--- config.mk ---
export PLATFORM = sky130hd
export DESIGN_NAME = fnd_scan_driver
export DESIGN_NICKNAME = d
export VERILOG_FILES = /design/src/rtl/fnd_scan_driver.sv
export SDC_FILE = /design/constraint.sdc
export NUM_CORES = 1
export LEC_CHECK = 0
export ABC_AREA = 1
export BUFFER_PORTS_ARGS = -buffer_cell sky130_fd_sc_hd__buf_2
export CAP_MARGIN = 20
export CORE_ASPECT_RATIO = 2
export CORE_UTILIZATION = 40
export CTS_CLUSTER_SIZE = 10
export DETAILED_ROUTE_END_ITERATION = 16
export GPL_ROUTABILITY_DRIVEN = 0
export PLACE_DENSITY = 0.58
export SLEW_MARGIN = 20
export SYNTH_ARGS = -nofsm -noshare
export SYNTH_HDL_FRONTEND = slang
export SYNTH_SLANG_ARGS = --single-unit
--- constraint.sdc ---
create_clock -name clk -period 2.4 [get_ports clk]
set_input_delay 0.36 -clock clk [delete_from_list [all_inputs] [get_ports clk]]
set_output_delay 0.36 -clock clk [all_outputs]
set_load 0.1 [all_outputs]
--- src/rtl/fnd_scan_driver.sv ---
`default_nettype none
// +--------------------------------------------------------------------------+
// | fnd_scan_driver: binary count -> BCD (sequential double dabble) ->       |
// | 4-digit common-anode 7-segment scan, shown as "XXX.X".                   |
// | Optional leading-zero blanking when FND_LZB_EN is defined.               |
// | Revision: 1.0                                                            |
// +--------------------------------------------------------------------------+
module fnd_scan_driver #(
    parameter int SCAN_DIV = 100_000,
    parameter int MAX_VAL  = 9999
) (
    input  logic        clk,
    input  logic        reset,
    input  logic [13:0] i_count,
    output logic [3:0]  o_fnd_com,
    output logic [7:0]  o_fnd_font,
    output logic        o_busy,
    output logic        o_ovf
);
    localparam int                C_SCAN_W    = (SCAN_DIV > 2) ? $clog2(SCAN_DIV) : 1;
    localparam logic [C_SCAN_W-1:0] C_SCAN_LAST = C_SCAN_W'(SCAN_DIV - 1);
    localparam logic [13:0]       C_MAX       = 14'(MAX_VAL);
    localparam logic [3:0]        C_LAST_ITER = 4'd13;

    typedef enum logic [1:0] {
        S_IDLE = 2'd0,
        S_CONV = 2'd1,
        S_DONE = 2'd2
    } state_t;

    state_t              r_state;
    logic [13:0]         r_last;
    logic [29:0]         r_shift;
    logic [3:0]          r_iter;
    logic                r_ovf_pend;
    logic [15:0]         r_disp;
    logic [C_SCAN_W-1:0] r_scan_cnt;
    logic [1:0]          r_idx;
    logic                r_scan_on;
    logic [3:0]          r_com;
    logic [7:0]          r_font;
    logic                r_busy;
    logic                r_ovf;

    logic [29:0]         w_dabble;
    logic                w_wrap;
    logic                w_on_nxt;
    logic [1:0]          w_idx_nxt;
    logic [3:0]          w_digit;
    logic [7:0]          w_font;

    function automatic logic [7:0] seg_of(input logic [3:0] d);
        case (d)
            4'd0:    seg_of = 8'hC0;
            4'd1:    seg_of = 8'hF9;
            4'd2:    seg_of = 8'hA4;
            4'd3:    seg_of = 8'hB0;
            4'd4:    seg_of = 8'h99;
            4'd5:    seg_of = 8'h92;
            4'd6:    seg_of = 8'h82;
            4'd7:    seg_of = 8'hF8;
            4'd8:    seg_of = 8'h80;
            4'd9:    seg_of = 8'h90;
            default: seg_of = 8'hFF;
        endcase
    endfunction

    // One double-dabble step: BCD lives in [29:14], binary in [13:0].
    always_comb begin
        w_dabble = r_shift;
        for (int i = 0; i < 4; i++) begin
            if (w_dabble[14 + 4*i +: 4] >= 4'd5)
                w_dabble[14 + 4*i +: 4] = w_dabble[14 + 4*i +: 4] + 4'd3;
        end
        w_dabble = {w_dabble[28:0], 1'b0};
    end

    // First wrap only switches the display on at digit 0; later wraps advance.
    always_comb begin
        w_wrap    = (r_scan_cnt == C_SCAN_LAST);
        w_on_nxt  = r_scan_on | w_wrap;
        w_idx_nxt = (w_wrap && r_scan_on) ? r_idx + 2'd1 : r_idx;
        w_digit   = r_disp[{w_idx_nxt, 2'b00} +: 4];
        w_font    = seg_of(w_digit);
`ifdef FND_LZB_EN
        if ((w_idx_nxt == 2'd3 && r_disp[15:12] == 4'd0) ||
            (w_idx_nxt == 2'd2 && r_disp[15:8] == 8'd0))
            w_font = 8'hFF;
`endif
        if (w_idx_nxt == 2'd1)
            w_font[7] = 1'b0;
    end

    always_ff @(posedge clk) begin
        if (!reset) begin
            r_state    <= S_IDLE;
            r_last     <= '0;
            r_shift    <= '0;
            r_iter     <= '0;
            r_ovf_pend <= 1'b0;
            r_disp     <= '0;
            r_scan_cnt <= '0;
            r_idx      <= '0;
            r_scan_on  <= 1'b0;
            r_com      <= 4'b1111;
            r_font     <= 8'hFF;
            r_busy     <= 1'b0;
            r_ovf      <= 1'b0;
        end else begin
            case (r_state)
                S_IDLE: begin
                    if (i_count != r_last) begin
                        r_last     <= i_count;
                        r_shift    <= {16'd0, (i_count > C_MAX) ? C_MAX : i_count};
                        r_ovf_pend <= (i_count > C_MAX);
                        r_iter     <= '0;
                        r_busy     <= 1'b1;
                        r_state    <= S_CONV;
                    end
                end
                S_CONV: begin
                    r_shift <= w_dabble;
                    r_iter  <= r_iter + 4'd1;
                    if (r_iter == C_LAST_ITER)
                        r_state <= S_DONE;
                end
                S_DONE: begin
                    r_disp  <= r_shift[29:14];
                    r_ovf   <= r_ovf_pend;
                    r_busy  <= 1'b0;
                    r_state <= S_IDLE;
                end
                default: r_state <= S_IDLE;
            endcase

            r_scan_cnt <= w_wrap ? '0 : r_scan_cnt + 1'b1;
            r_scan_on  <= w_on_nxt;
            r_idx      <= w_idx_nxt;
            if (w_on_nxt) begin
                r_com  <= ~(4'b0001 << w_idx_nxt);
                r_font <= w_font;
            end
        end
    end

    assign o_fnd_com  = r_com;
    assign o_fnd_font = r_font;
    assign o_busy     = r_busy;
    assign o_ovf      = r_ovf;

endmodule
`default_nettype wire

Yosys cells after proc, flatten, opt, wreduce, memory -nomap -nowiden
Memories as Yosys holds them, arrays and structs flattened. A register that Yosys moved wholly into a read port is not among the register bits.
Index checks and enable logic that the tools add are counted.
Widths: inputs -> output; s select.
{"block": "word_totals", "n_memories": 1, "word_cells": 65, "romBits": 112, "output_inout_bits": 14, "inputBits": 16, "reg_bits": 101}
{"memory": "(name not given)", "words": 16, "width": 7, "read_ports": 1, "rd_clocked_by_memory_dff": 1, "wr": 0, "line": "53", "rtl": "case (d)"}
{"block": "classes", "magnitude_cmp": 5, "bitwise_logic": 3, "n_mux": 16, "add_sub_neg": 7, "n_shift": 2, "reduce_logical": 10, "n_eq_ne": 8}
{"cell": "$pmux 30 s2", "n": 1}
{"cell": "$mux 30", "n": 1}
{"cell": "$add 17x1->17 const B", "n": 1}
{"cell": "$eq 17x17->1 const B", "n": 1}
{"cell": "$ge 4x3->1 const B", "n": 4}
{"cell": "$mux 4", "n": 4}
{"cell": "$shiftx 16x5->4", "n": 1}
{"cell": "$gt 14x14->1 const B", "n": 1}
{"cell": "$mux 14", "n": 1}
{"cell": "$ne 14x14->1", "n": 1}
{"cell": "$add 4x2->4 const B", "n": 3}
{"cell": "$pmux 4 s2", "n": 1}
{"cell": "$reduce_and 2->1", "n": 4}
{"cell": "$mux 2", "n": 3}
{"cell": "$add 4x1->4 const B", "n": 1}
{"cell": "$eq 2x1->1 const B", "n": 2}
{"cell": "$eq 4x4->1 const B", "n": 1}
{"cell": "$ne 2x2->1 const B", "n": 2}
{"cell": "$not 4->4", "n": 1}
{"cell": "$pmux 2 s2", "n": 1}
{"cell": "$reduce_bool 2->1", "n": 2}
{"cell": "$shl 1x2->4 const A", "n": 1}
{"cell": "$add 3x2->3 const B", "n": 1}
{"cell": "$mux 3", "n": 1}
{"cell": "10 further kinds", "n": 11}

Depth between registers and ports, before layout
{"block": "depth", "word_depth": 5, "mapped_depth": 18, "mapped_depth_nobuf": 17}

Worst setup path after synthesis
No wires, ideal clock.
{"block": "synth_path", "kind": "flip-flop to flip-flop", "startpoint": "register r_scan_cnt[0]", "endpoint": "register r_font[3] (netlist: o_fnd_font[3])", "required_ns": 2.342, "path_buffers": 1, "t_arrival_ns": 2.114, "period_less_slack_ns": 2.172, "setup_ns": 0.058, "setup_slack_ns": 0.228, "path_stages_with_launch": 18, "cell_sequence": "dfxtp_1 -> ha_1 -> nand3_2 -> nor2_1 -> nand4_2 -> nand2_4 -> nand2_4 -> buf_12 -> nand2_2 -> nand3_2 -> nand2_4 -> inv_2 -> ha_1 -> a21oi_2 -> nand2_1 -> nand2_1 -> nand2_1 -> nand2_1"}
{"block": "synth_between", "elab_chain_len": 4, "word_cells_on_any_way": 5, "cone_classes": "1 x eq/ne; 1 x shift; 1 x mux; 1 x bitwise; 1 x reduce/logical"}
{"element": "start: declaration", "line": "37", "rtl": "logic [C_SCAN_W-1:0] r_scan_cnt;"}
{"element": "start signal: assignment", "line": "136", "rtl": "r_scan_cnt <= w_wrap ? '0 : r_scan_cnt + 1'b1;"}
{"element": "$eq 17x17->1 (*)", "line": "80", "rtl": "w_wrap = (r_scan_cnt == C_SCAN_LAST);"}
{"element": "$logic_and 1x1->1", "line": "82", "rtl": "w_idx_nxt = (w_wrap && r_scan_on) ? r_idx + 2'd1 : r_idx;"}
{"element": "$mux 2", "line": "82"}
{"element": "$shiftx 16x5->4", "line": "83", "rtl": "w_digit = r_disp[{w_idx_nxt, 2'b00} +: 4];"}
{"element": "end: declaration", "line": "41", "rtl": "logic [7:0] r_font;"}
Every way passes the cells marked *; elsewhere a longest branch is shown, timed or not.
A chain may end at the register's enable or synchronous reset.

Worst setup path in the final report
Ends and elaborated chain as after synthesis.

==> summary.txt <==
Routed vias: 4708
R2R cell count: 16
Cell row count: 57
Post-synth top cells: nand2_1, dfxtp_1, inv_1
WL/cell: 13.81 um
Core area: 0.01220 sq mm
Post-placement cell area: 0.005358 sq mm
P_leak: 2.398 nW
Worst r2r src: r_scan_cnt[0]$_SDFF_PP0_
YS warnings: 0
Antenna violations before repair: 0
Most numerous cell in the Yosys netlist: nand2_1
Worst hold path class: input port to register
Number of H-tree levels: 3
Cell area after synthesis: 0.005049 sq mm
Largest net degree at the start of global routing: 45
Final min period: 2.203 ns
Remaining Overflow, GRT: 0
Hold Path End: r_last[0]$_SDFFE_PN0P_
Pins over their slew limit: 0
Starting Density: 41.40%
Setup violations, final: 0
Yosys top cell area share: 39.65%
Num CTS Buffers: 9
CTS Sinks: 100
CTS tree: built
Remaining antenna violation count: 0
Reg2reg end: o_fnd_font[3]$_SDFFE_PN1P_
Worst R2R Setup Slack: 0.20 ns
Max_cap viols: 0
Fin crit share: 91.79%
Post-synth cell types: 40
Clk slew on worst S/H paths: 0.07 ns
Ys flop type: dfxtp_1
Post-synth EDFFs: 0
Clock latency on the worst-skew pair: 0.35 ns
Clock Skew: 0.008452 ns
Worst path slowest cell: dfxtp_2
Total track usage: 20.14%
Startpoint Class: register
Drt total wl: 12.43 mm
Hold path start: i_count[0]
VDD IR max: 0.3900 mV
Final-stage net count: 776
Seq cells post-synth: 100
Die width: 81.44 um
Syn Area/Cell: 7.041 sq um
Routed vias/inst: 5.231
Ant. Diodes: 0
Worst slew pin tran: 0.6149 ns
Post-DP HPWL: 9.227 mm
CP endpoint kind: register
First-pass iteration count of the detailed router: 5
WP data arrival: 2.50 ns
RSZ-0062 raised after global routing: false
First-pass GRT wire length: 20.35 mm
I/O pins: 30
CTS Buffer Depth: 2
Final Cell Area: 0.005784 sq mm
WP data required: 2.70 ns
Dominant cells by area after synthesis: dfxtp_1, nand2_1, a21oi_1, nand3_1, o21ai_0
Synth area leader: dfxtp_1
Final Hold Viols: 0
Status: complete, no violations
Crit path kind: register to register
Worst Path Buf+Inv: 1
Port Buf Inserts: 29
WHS Path Cells: 3
Initial DRC Count: 159
CP Cell Sequence: ha_4, nand3_4, nor2_1, nand4_2, nand2_4, nand2_8, nand2_2, nand3_2, nand2_4, inv_2, ha_1, a21oi_2, nand2_1, nand2_1, nand2_1, nand2_1
Clk root buf: clkbuf_16
Fin Setup TNS: 0 ns
WHS: 0.2926 ns
Pwr per Cell Area: 659.3 mW/mm^2
Fmax achieved: 454.0 MHz
Synth-to-Final Area Change: 14.57%
Async SR Flop Fraction: 0%
Post-Syn Nets: 745
DIE AREA: 0.01310 sq mm
Cell count after synthesis: 717
Place WS: 0.1013 ns
Post-route DRC: 0
Delay-heaviest family, CP: simple AND/OR/NAND/NOR gates
Rel. slew slack: 58.86%
Post-synthesis sequential area ratio: 39.65%
Vias in the first global route: 4531
Setup ws final: 0.1971 ns
Die height: 160.9 um
Layout cells sized above 1: 15.41%
Util after Layout: 47.43%
Crit path top cell by count: nand2_1
Slowest stage delay, CP: 0.36 ns
Max FO, Critical Path: 12
==> tightest hold or removal path: cells and delay by family <==
family,cells,cell delay [ns]
AOI/OAI and AO/OA,1,0.05
buffers and inverters,1,0.12
and+or+nand+nor,1,0.06
==> flip-flops by register name, indices dropped and copies added (netlist names) <==
| signal | count |
|---|---|
| r_last | 14 |
| r_ovf_pend | 1 |
| o_ovf | 1 |
| r_scan_on | 1 |
| o_fnd_com | 4 |
| r_shift | 30 |
| o_fnd_font | 7 |
| r_disp | 16 |
| r_state | 2 |
| o_busy | 1 |
| r_scan_cnt | 17 |
| r_iter | 4 |
| r_idx | 2 |
==> layer usage <==
| metal | vias to the layer above | part of all wire [%] | GRT usage (%) |
|---|---|---|---|
| li1 | 2405 | - | - |
| met1 | 2178 | 37 | 18.87 |
| met2 | 84 | 56 | 38.79 |
| met3 | 41 | 2.5 | 3.636 |
| met4 | 0 | 4.9 | 10.63 |
| met5 | - | 0 | 0 |
==> power breakdown <==
group          switching, mW  total (mW)  internal, mW
registers             0.0458        1.78          1.73
clock network          0.679        1.61         0.931
logic                  0.284       0.425         0.141
total                   1.01        3.81          2.80
==> worst max-delay path by stage <==
stage | startpoint | end | slack (ns) | depth (start not counted)
after floorplan | r_scan_cnt[0]$_SDFF_PP0_ | o_fnd_font[3]$_SDFFE_PN1P_ | 0.23 | 17
after global placement | r_scan_cnt[0]$_SDFF_PP0_ | o_fnd_font[3]$_SDFFE_PN1P_ | 0.12 | 16
after detailed placement | r_scan_cnt[0]$_SDFF_PP0_ | o_fnd_font[3]$_SDFFE_PN1P_ | 0.10 | 16
after CTS | r_scan_cnt[0]$_SDFF_PP0_ | o_fnd_font[3]$_SDFFE_PN1P_ | 0.08 | 16
after global routing | r_scan_cnt[0]$_SDFF_PP0_ | o_fnd_font[3]$_SDFFE_PN1P_ | 0.005 | 16
final | r_scan_cnt[0]$_SDFF_PP0_ | o_fnd_font[3]$_SDFFE_PN1P_ | 0.20 | 16
==> through the flow <==
stage / std cells / power (mW)
after floorplan: 717 / 2.094
after global placement: 878 / 2.229
after detailed placement: 878 / 2.240
after CTS: 894 / 3.860
after global routing: 900 / 3.976
final: 900 / 3.814
==> cell type report <==
type	instances	area [sq um]
repair buffers	48	300.3
well taps	147	183.9
fillers	1248	6411
flip-flops and latches	100	2004
clock inverters	7	105.1
inverters	87	326.6
clock buffers	9	225.2
multi-input cells	502	2639
==> timing repair <==
| item | CTS | global route |
|---|---|---|
| hold buffers | 0 | 0 |
| gates resized for setup | 0 | 11 |
| buffers inserted | 0 | 6 |
| endpoints found under the setup margin | 0 | 4 |
==> kinds of logic (layout without fill, tap and decap cells) <==
kind of cell               count (synthesis)  in the layout  synth area share, %
AOI/OAI and AO/OA                        152            152                15.66
adders and majority gates                 12             12                2.974
DFF                                      100            100                39.65
buffers and inverters                    115            151                9.046
and+or+nand+nor                          324            324                30.24
xor gates and xnor gates                  14             14                2.429
==> cell usage in the layout, fill, tap and decap left out, drive strengths merged <==
cell type and instances:
dfxtp 100, xnor2 3, or2 3, a21oi 75, nand3b 2, and2 2
a211oi 2, nor4 1, nor3b 1, bufinv 2, o22ai 5, nand4 15
clkinvlp 1, o21a 1, nand2 150, inv 88, nor2 68, nor3 11
clkinv 3, nand3 71, o21bai 1, o21ai 67, o31ai 1, xor2 11
ha 12, buf 48, clkbuf 9
Power figures use the tool's default switching activity.
